### config.mk
export PLATFORM = sky130hd
export DESIGN_NAME = fp_compare_unit
export DESIGN_NICKNAME = d
export VERILOG_FILES = /design/src/rtl/fp_compare_unit.sv
export SDC_FILE = /design/constraint.sdc
export NUM_CORES = 1
export LEC_CHECK = 0
export CAP_MARGIN = 20
export CORE_AREA = 2 2 279 281
export DETAILED_ROUTE_END_ITERATION = 10
export DIE_AREA = 0 0 281 283
export GPL_TIMING_DRIVEN = 0
export PLACE_DENSITY = 0.6
export SLEW_MARGIN = 0
export SYNTH_ARGS = -nofsm -noshare
export SYNTH_HDL_FRONTEND = slang
export SYNTH_SLANG_ARGS = --single-unit
### constraint.sdc
create_clock -name clock -period 3.5 [get_ports clock]
set_input_delay 0.525 -clock clock [delete_from_list [all_inputs] [get_ports clock]]
set_output_delay 0.525 -clock clock [all_outputs]
set_load 0.01 [all_outputs]
### src/rtl/fp_compare_unit.sv
// fp_compare_unit
//   Pipelined, multi-lane IEEE-754 single-precision compare / min / max unit.
//
//   Stage 1 decodes the operation and classifies every operand as NaN or
//   signalling NaN. Any middle stages are plain registers. The final stage
//   does the ordering compare and the result select, and its registers drive
//   the outputs directly. With LATENCY=1 all of this logic sits in one stage.
//
//   The whole pipeline advances together whenever the output register is
//   empty or is being consumed (adv). Empty stages move through as bubbles.
//
// Ports
//   clock       rising-edge clock
//   reset       asynchronous, active-low reset
//   in_valid    operation present on the input
//   in_ready    unit accepts an operation this cycle
//   in_op       0=LT 1=LTE 2=EQ 3=MIN 4=MAX, 5..7 reserved
//   in_a, in_b  LANES packed 32-bit operands, lane i = bits [32i+31:32i]
//   in_tag      opaque tag carried with the operation
//   out_valid   result present
//   out_ready   consumer accepts the result this cycle
//   out_q       per-lane result (compares return {31'b0, bit})
//   out_invalid per-lane invalid-operation (NV) flag
//   out_tag     tag of the result
module fp_compare_unit #(
  parameter int LATENCY   = 2,
  parameter int LANES     = 4,
  parameter int TAG_WIDTH = 8
) (
  input  logic                   clock,
  input  logic                   reset,
  input  logic                   in_valid,
  output logic                   in_ready,
  input  logic [2:0]             in_op,
  input  logic [LANES*32-1:0]    in_a,
  input  logic [LANES*32-1:0]    in_b,
  input  logic [TAG_WIDTH-1:0]   in_tag,
  output logic                   out_valid,
  input  logic                   out_ready,
  output logic [LANES*32-1:0]    out_q,
  output logic [LANES-1:0]       out_invalid,
  output logic [TAG_WIDTH-1:0]   out_tag
);

  // One-hot operation decode; all-zero means a reserved opcode.
  localparam logic [4:0] OH_LT  = 5'b00001;
  localparam logic [4:0] OH_LTE = 5'b00010;
  localparam logic [4:0] OH_EQ  = 5'b00100;
  localparam logic [4:0] OH_MIN = 5'b01000;
  localparam logic [4:0] OH_MAX = 5'b10000;

  typedef struct packed {
    logic [4:0]           op_oh;
    logic [TAG_WIDTH-1:0] tag;
    logic [LANES*32-1:0]  a;
    logic [LANES*32-1:0]  b;
    logic [LANES-1:0]     nan_a;
    logic [LANES-1:0]     snan_a;
    logic [LANES-1:0]     nan_b;
    logic [LANES-1:0]     snan_b;
  } stage_t;

  logic adv;
  assign adv      = !out_valid || out_ready;
  assign in_ready = adv;

  // ---------------------------------------------------------------- decode
  logic [LANES-1:0] nan_a_c, snan_a_c, nan_b_c, snan_b_c;
  stage_t           dec_c;

  genvar gi;
  generate
    for (gi = 0; gi < LANES; gi++) begin : g_class
      // NaN: all-ones exponent with non-zero mantissa; quiet bit is m[22].
      assign nan_a_c[gi]  = (in_a[32*gi+23 +: 8] == 8'hFF) && (in_a[32*gi +: 23] != 23'd0);
      assign nan_b_c[gi]  = (in_b[32*gi+23 +: 8] == 8'hFF) && (in_b[32*gi +: 23] != 23'd0);
      assign snan_a_c[gi] = nan_a_c[gi] && !in_a[32*gi+22];
      assign snan_b_c[gi] = nan_b_c[gi] && !in_b[32*gi+22];
    end
  endgenerate

  always_comb begin
    dec_c = '0;
    case (in_op)
      3'd0:    dec_c.op_oh = OH_LT;
      3'd1:    dec_c.op_oh = OH_LTE;
      3'd2:    dec_c.op_oh = OH_EQ;
      3'd3:    dec_c.op_oh = OH_MIN;
      3'd4:    dec_c.op_oh = OH_MAX;
      default: dec_c.op_oh = 5'b00000;
    endcase
    dec_c.tag    = in_tag;
    dec_c.a      = in_a;
    dec_c.b      = in_b;
    dec_c.nan_a  = nan_a_c;
    dec_c.snan_a = snan_a_c;
    dec_c.nan_b  = nan_b_c;
    dec_c.snan_b = snan_b_c;
  end

  // ------------------------------------------------- stage 1 + plain stages
  stage_t fin_data;
  logic   fin_valid;

  generate
    if (LATENCY == 1) begin : g_lat1
      assign fin_data  = dec_c;
      assign fin_valid = in_valid;
    end else begin : g_pipe
      stage_t data_reg [LATENCY-1];
      logic   vld_reg  [LATENCY-1];

      always_ff @(posedge clock or negedge reset) begin
        if (!reset) begin
          for (int i = 0; i < LATENCY-1; i++) begin
            data_reg[i] <= '0;
            vld_reg[i]  <= 1'b0;
          end
        end else if (adv) begin
          // in_ready equals adv, so in_valid here is an accepted operation.
          vld_reg[0] <= in_valid;
          if (in_valid) data_reg[0] <= dec_c;
          for (int i = 1; i < LATENCY-1; i++) begin
            vld_reg[i] <= vld_reg[i-1];
            if (vld_reg[i-1]) data_reg[i] <= data_reg[i-1];
          end
        end
      end

      assign fin_data  = data_reg[LATENCY-2];
      assign fin_valid = vld_reg[LATENCY-2];
    end
  endgenerate

  // ------------------------------------------------ final compare / select
  // Returns {nv, q} for one lane.
  function automatic logic [32:0] lane_eval(
    input logic [4:0]  op_oh,
    input logic [31:0] a,
    input logic [31:0] b,
    input logic        na,
    input logic        sna,
    input logic        nb,
    input logic        snb
  );
    logic        both_zero, lt_mm, lt_cmp, eq_cmp, any_nan, any_snan, nv;
    logic [31:0] q;
    both_zero = (a[30:0] == 31'd0) && (b[30:0] == 31'd0);
    // Sign-magnitude order with -0 < +0 (what MIN/MAX want).
    if (a[31] != b[31]) lt_mm = a[31];
    else if (a[31])     lt_mm = a[30:0] > b[30:0];
    else                lt_mm = a[30:0] < b[30:0];
    // IEEE compares treat the two zeros as equal.
    lt_cmp   = lt_mm && !both_zero;
    eq_cmp   = (a == b) || both_zero;
    any_nan  = na || nb;
    any_snan = sna || snb;
    q  = 32'd0;
    nv = 1'b0;
    case (op_oh)
      OH_LT: begin
        q[0] = !any_nan && lt_cmp;
        nv   = any_nan;
      end
      OH_LTE: begin
        q[0] = !any_nan && (lt_cmp || eq_cmp);
        nv   = any_nan;
      end
      OH_EQ: begin
        q[0] = !any_nan && eq_cmp;
        nv   = any_snan;
      end
      OH_MIN: begin
        nv = any_snan;
        if (na && nb) q = 32'h7FC0_0000;
        else if (na)  q = b;
        else if (nb)  q = a;
        else          q = lt_mm ? a : b;
      end
      OH_MAX: begin
        nv = any_snan;
        if (na && nb) q = 32'h7FC0_0000;
        else if (na)  q = b;
        else if (nb)  q = a;
        else          q = lt_mm ? b : a;
      end
      default: begin
        q  = 32'd0;
        nv = 1'b1;
      end
    endcase
    return {nv, q};
  endfunction

  logic [LANES*32-1:0] res_q;
  logic [LANES-1:0]    res_nv;

  generate
    for (gi = 0; gi < LANES; gi++) begin : g_lane
      assign {res_nv[gi], res_q[32*gi +: 32]} = lane_eval(
        fin_data.op_oh, fin_data.a[32*gi +: 32], fin_data.b[32*gi +: 32],
        fin_data.nan_a[gi], fin_data.snan_a[gi],
        fin_data.nan_b[gi], fin_data.snan_b[gi]);
    end
  endgenerate

  always_ff @(posedge clock or negedge reset) begin
    if (!reset) begin
      out_valid   <= 1'b0;
      out_q       <= '0;
      out_invalid <= '0;
      out_tag     <= '0;
    end else if (adv) begin
      out_valid <= fin_valid;
      if (fin_valid) begin
        out_q       <= res_q;
        out_invalid <= res_nv;
        out_tag     <= fin_data.tag;
      end
    end
  end

endmodule

### Word level (Yosys, flattened, before mapping)

Index checks and enable logic that the tools add are counted.
Widths: inputs -> output; s select.

* equality and inequality tests: 25
* multiplexer cells: 53
* magnitude comparators: 8
* reductions and logical operators: 95

Operators by type and width (number)
* $mux 32: 32
* $logic_not 31->1: 8
* $pmux 31 s2: 4
* $reduce_bool 23->1: 8
* $eq 32x32->1: 4
* $gt 31x31->1: 4
* $lt 31x31->1: 4
* $eq 8x8->1 const B: 8
* $logic_and 1x1->1: 40
* $pmux 5 s5: 1
* $pmux 1 s5: 4
* $logic_not 1->1: 17
* $logic_or 1x1->1: 17
* $mux 1: 8
* $pmux 1 s2: 4
* $eq 3x2->1 const B: 2
* $eq 5x1->1 const B: 1
* $eq 5x2->1 const B: 1
* $eq 5x3->1 const B: 1
* $eq 5x4->1 const B: 1
* $eq 5x5->1 const B: 1
* $ne 1x1->1: 4
* $reduce_and 2->1: 2
* $eq 3x1->1 const B: 1
* 4 further kinds: 4

* word-level logic and storage cells: 194
* bits of input ports: 271
* output and inout port bits: 142
* bits in registers: 427

### Longest topological paths before layout

* word-level depth: 8
* mapped depth: 12
* mapped depth without buffers: 11

### Worst setup path before layout

Ideal clock, no wire load.

* path type: register to register
* from: register g_pipe.data_reg (netlist bit fin_data[56])
* to: register out_q[40]
* required time: 3.374 ns
* stages on the path, launching flop included: 13
* setup slack: 0.339 ns
* buffers on the path: 1
* arrival time: 3.035 ns
* period minus slack after synthesis: 3.161 ns
* cells stage by stage: dfrtp_1 -> inv_1 -> ha_1 -> a21o_1 -> a221o_1 -> a221oi_1 -> o21ai_1 -> a21oi_1 -> mux2i_1 -> mux2i_1 -> a211oi_1 -> buf_2 -> a221o_1

* word-level cells in the longest chain between the ends: 8
* elaborated cells on any way between the ends: 13
* classes of those cells: order compare (2); mux (11)

Ends and longest elaborated chain
* start, declared: line 110 `stage_t data_reg [LATENCY-1];`
* start signal, assigned by index: line 125 `if (vld_reg[i-1]) data_reg[i] <= data_reg[i-1];`
* $lt 31x31->1 / $gt 31x31->1 (equally long branches): line 152, 151
* $mux 1: line 151 `else if (a[31]) lt_mm = a[30:0] > b[30:0];`
* $mux 1: line 150 `if (a[31] != b[31]) lt_mm = a[31];`
* $mux 32 (on tied branches): line 185, 178
* $mux 32 (on tied branches): line 184, 177
* $mux 32 (on tied branches): line 183, 176
* $mux 32 (on tied branches): line 182, 175
* $pmux 31 s2 (*): line 160 `case (op_oh)`
* end signal, assigned: line 216 `out_q <= res_q;`
* end, declared: line 40 `output logic [LANES*32-1:0] out_q,`

Mark *: on every way between the ends. The rest lies on a longest branch, timed or not.
A chain may end at the register's enable or synchronous reset.

### Worst setup path after layout

* from: register g_pipe.data_reg (netlist bit fin_data[174])
* to: register out_q[20]

* word-level cells in the longest chain between the ends: 8
* elaborated cells on any way between the ends: 13
* classes of those cells: order compare (2); mux (11)

Ends and longest elaborated chain (line)
* $lt 31x31->1 / $gt 31x31->1 (equally long branches): 152, 151
* $mux 1 (*): 151
* $mux 1 (*): 150
* $mux 32 (on tied branches): 185, 178
* $mux 32 (on tied branches): 184, 177
* $mux 32 (on tied branches): 183, 176
* $mux 32 (on tied branches): 182, 175
* $pmux 31 s2 (*): 160

Marked as above.

==> reports/metrics.yaml <==
run_status:
  status: "completed"
clocking:
  clk_path_buf_depth: 3
  cts_max_level: 2
  cts.clk_slew.worst_paths_ps: 70
  cts_sinks: 427
  cts_root_buffer: "clkbuf_16"
  insertion_delay_ps: 590
  cts_inserted_buffers: 52
  cts_tree: "yes"
floorplan:
  core-area_um2: 76700
  die-area_um2: 79500
  die_width_um: 281
  die_h_um: 283
  rows: 102
  initial_core_util: 0.288
  io_pins: 413
pwr:
  power.total_mw: 16.5
  p_leak_nw: 12.8
  ir_drop_mv: 0.371
  pwr_density_cell_nw_per_um2: 549
route:
  wl_per_cell_um: 24.0
  drt_iter0_markers: 1177
  antenna_left: 0
  drtPass1Iterations: 7
  vias_per_cell: 5.28
  postRouteWirelength_um: 85800
  via_count: 18905
  drc: 0
final_layout:
  n_fill_cell: 7358
  final_common_cell: "dfrtp_1"
  nets: 2904
  syn2layout_area_growth_pct: 35.8
  finalInstanceArea_um2: 30000
  multiInputGateArea_um2: 10700
  seq_area_um2: 10700
  drive_gt1_frac: 0.185
  layout_common_cells: "dfrtp_1, clkdlybuf4s50_1, mux2_2"
setup_path:
  r2r_end: "out_q[20]$_DFFE_PN0P_"
  crit_path_max_fanout: 10
  required_ps: 3950
  end_kind: "flop"
  rrSetupSlack_ps: 90
  timing_worst_setup_path_type: "reg -> reg"
  cp.arrival_ps: 3860
  cp-start-kind: "flop"
  r2r-start: "fin_data[174]$_DFFE_PN0P_"
  reg2regPathDepth: 12
grt:
  grt_overflow: 0
  grt_pass1_wl_um: 129000
  first_global_vias: 19791
  grt_max_degree: 118
  grtUsageTotal: 0.213
  antenna_found_initial: 8
sta:
  fin_crit_ps: 3410
  tightest_slew_ps: 1100
  fmax_ghz: 0.294
  hold_viol: 0
  layout_setup_ws_ps: 94.0
  final-setup-viol-count: 0
  slew_violations: 0
  min_period_over_period: 0.973
  fin_skew_ps: 19.7
  max-slew-margin-rel: 0.268
synthesis:
  async_flop_share: 1.00
  synth_flop_cell: "dfrtp_1"
  synthCells: 1996
  synth-edff-count: 0
  synth_cell_types: 57
  synth_seq_cells: 427
  ys_warn_count: 0
  syn_area_um2: 22100
  synth_area_per_cell_um2: 11.1
  synth_nets: 2399
  yosysSeqAreaShare: 0.484
placement:
  placed_area_um2: 27600
  pre_cts_ws_ps: -1480
  hpwl_um: 65700
  gp_congestion: 0.891
  port_buffers: 412
flow_run:
  max_cap_viol_count: 0
hold_path:
  hold_depth: 2
  min_from: "out_invalid[2]$_DFFE_PN0P_"
  worst_hold_path_type: "reg -> reg"
  holdPathEnd: "out_invalid[2]$_DFFE_PN0P_"
[how the worst max path moves through the flow]
stage,cells after the start,to,slack [ps],startpoint
after global placement,1,fin_data[122]$_DFFE_PN0P_,-17130,reset
after global routing,12,out_q[21]$_DFFE_PN0P_,-50,fin_data[174]$_DFFE_PN0P_
final,12,out_q[20]$_DFFE_PN0P_,90,fin_data[174]$_DFFE_PN0P_
after detailed placement,9,out_q[26]$_DFFE_PN0P_,-1480,out_ready
after floorplan,12,out_q[40]$_DFFE_PN0P_,340,fin_data[56]$_DFFE_PN0P_
after CTS,12,out_q[82]$_DFFE_PN0P_,0.8,fin_data[88]$_DFFE_PN0P_
[logic make-up (layout without fill, tap and decap cells)]
kind of cell,count (synthesis),after routing,synth area share
AND/OR/NAND/NOR,559,559,0.135
flip-flops,427,427,0.484
AO/OA/AOI/OAI,361,361,0.123
multiplexers,274,274,0.140
buffers and inverters,240,782,0.0419
adder cells (fa/ha/maj),132,132,0.0748
XOR/XNOR,3,3,0.00119
other,0,3,0
[registers in the layout, summed over array words and instances, names as in the netlist]
name,flops
out_tag,8
out_valid,1
out_invalid,4
fin_valid,1
fin_data,285
out_q,128
[layer usage]
layer,part of all wire,up-vias,track usage
met5,0.00040,-,0
met4,0.024,4,0.0524
met3,0.057,136,0.0394
met2,0.49,630,0.362
met1,0.43,9636,0.278
li1,-,8499,-
[power by group]
| group | leakage [nW] | switching (mW) | internal, mW |
|---|---|---|---|
| clock | 0.859 | 2.20 | 3.42 |
| sequential | 5.30 | 0.931 | 5.68 |
| combinational | 6.61 | 2.16 | 2.07 |
| total | 12.8 | 5.29 | 11.2 |
[area by class of cell]
cell class,count,area share
sequential,427,0.357
multi-input combinational,1329,0.356
timing repair buffer,454,0.152
clock buffer,71,0.0488
tap,1040,0.0434
inverter,148,0.0185
buffer,89,0.0146
clock inverter,20,0.00960
antenna,3,0.000250
[Yosys cell counts (all sizes together), types with 2 or more instances]
master   count  area (um^2)
o211ai      21          163
nor2        74          278
clkbuf      77          289
xor2         2         17.5
buf         15         81.3
a211oi      18          145
mux2       266         3000
nand4       62          388
o221ai      36          315
nand4b       4         35.0
or2          9         56.3
ha         132         1650
and4         3         26.3
mux2i        8         96.3
a31oi        2         12.5
nand2b       2         12.5
inv        148          556
dfrtp      427        10700
a2111oi      3         26.3
nor3        32          160
o41ai        2         17.5
a221o       94          941
nand3       20          100
a22o        10         87.6
and3         5         31.3
o21ai       61          305
o22ai       30          188
a21oi       56          280
a211o        2         17.5
and2        91          569
o31ai        8         73.8
or3          2         12.5
nand2      131          492
nand3b       6         45.0
a221oi       3         26.3
a21o        11         82.6
nor4       115          747
[per-stage QoR]
step                      TNS [ps]   util  hold slack, ps  instances
after floorplan                  0      -             229       1996
after CTS                        0  0.386             466       3559
after global placement    -7474010  0.359             443       3448
final                            0  0.391             466       3581
after global routing          -711  0.391             478       3579
after detailed placement   -156130  0.360             452       3454
[timing repair]
action,4_1_cts,5_1_grt
gates resized for setup,45,40
setup buffers,15,20
hold endpoints to repair,13,0
hold buffers,1,0
pin swaps,10,10
cloned,0,1
setup endpoints to repair,149,118
[worst max-delay path: stages (launching register included)]
cell,delay (ps)
dfrtp_1,470
ha_1,330
nand4_1,200
nor4_4,240
nand4_1,240
or4b_4,570
o211ai_4,100
o31ai_4,130
mux2i_1,200
a211oi_2,100
buf_4,180
buf_6,150
a221o_1,360
No activity file was read; power rests on OpenSTA's default activity.
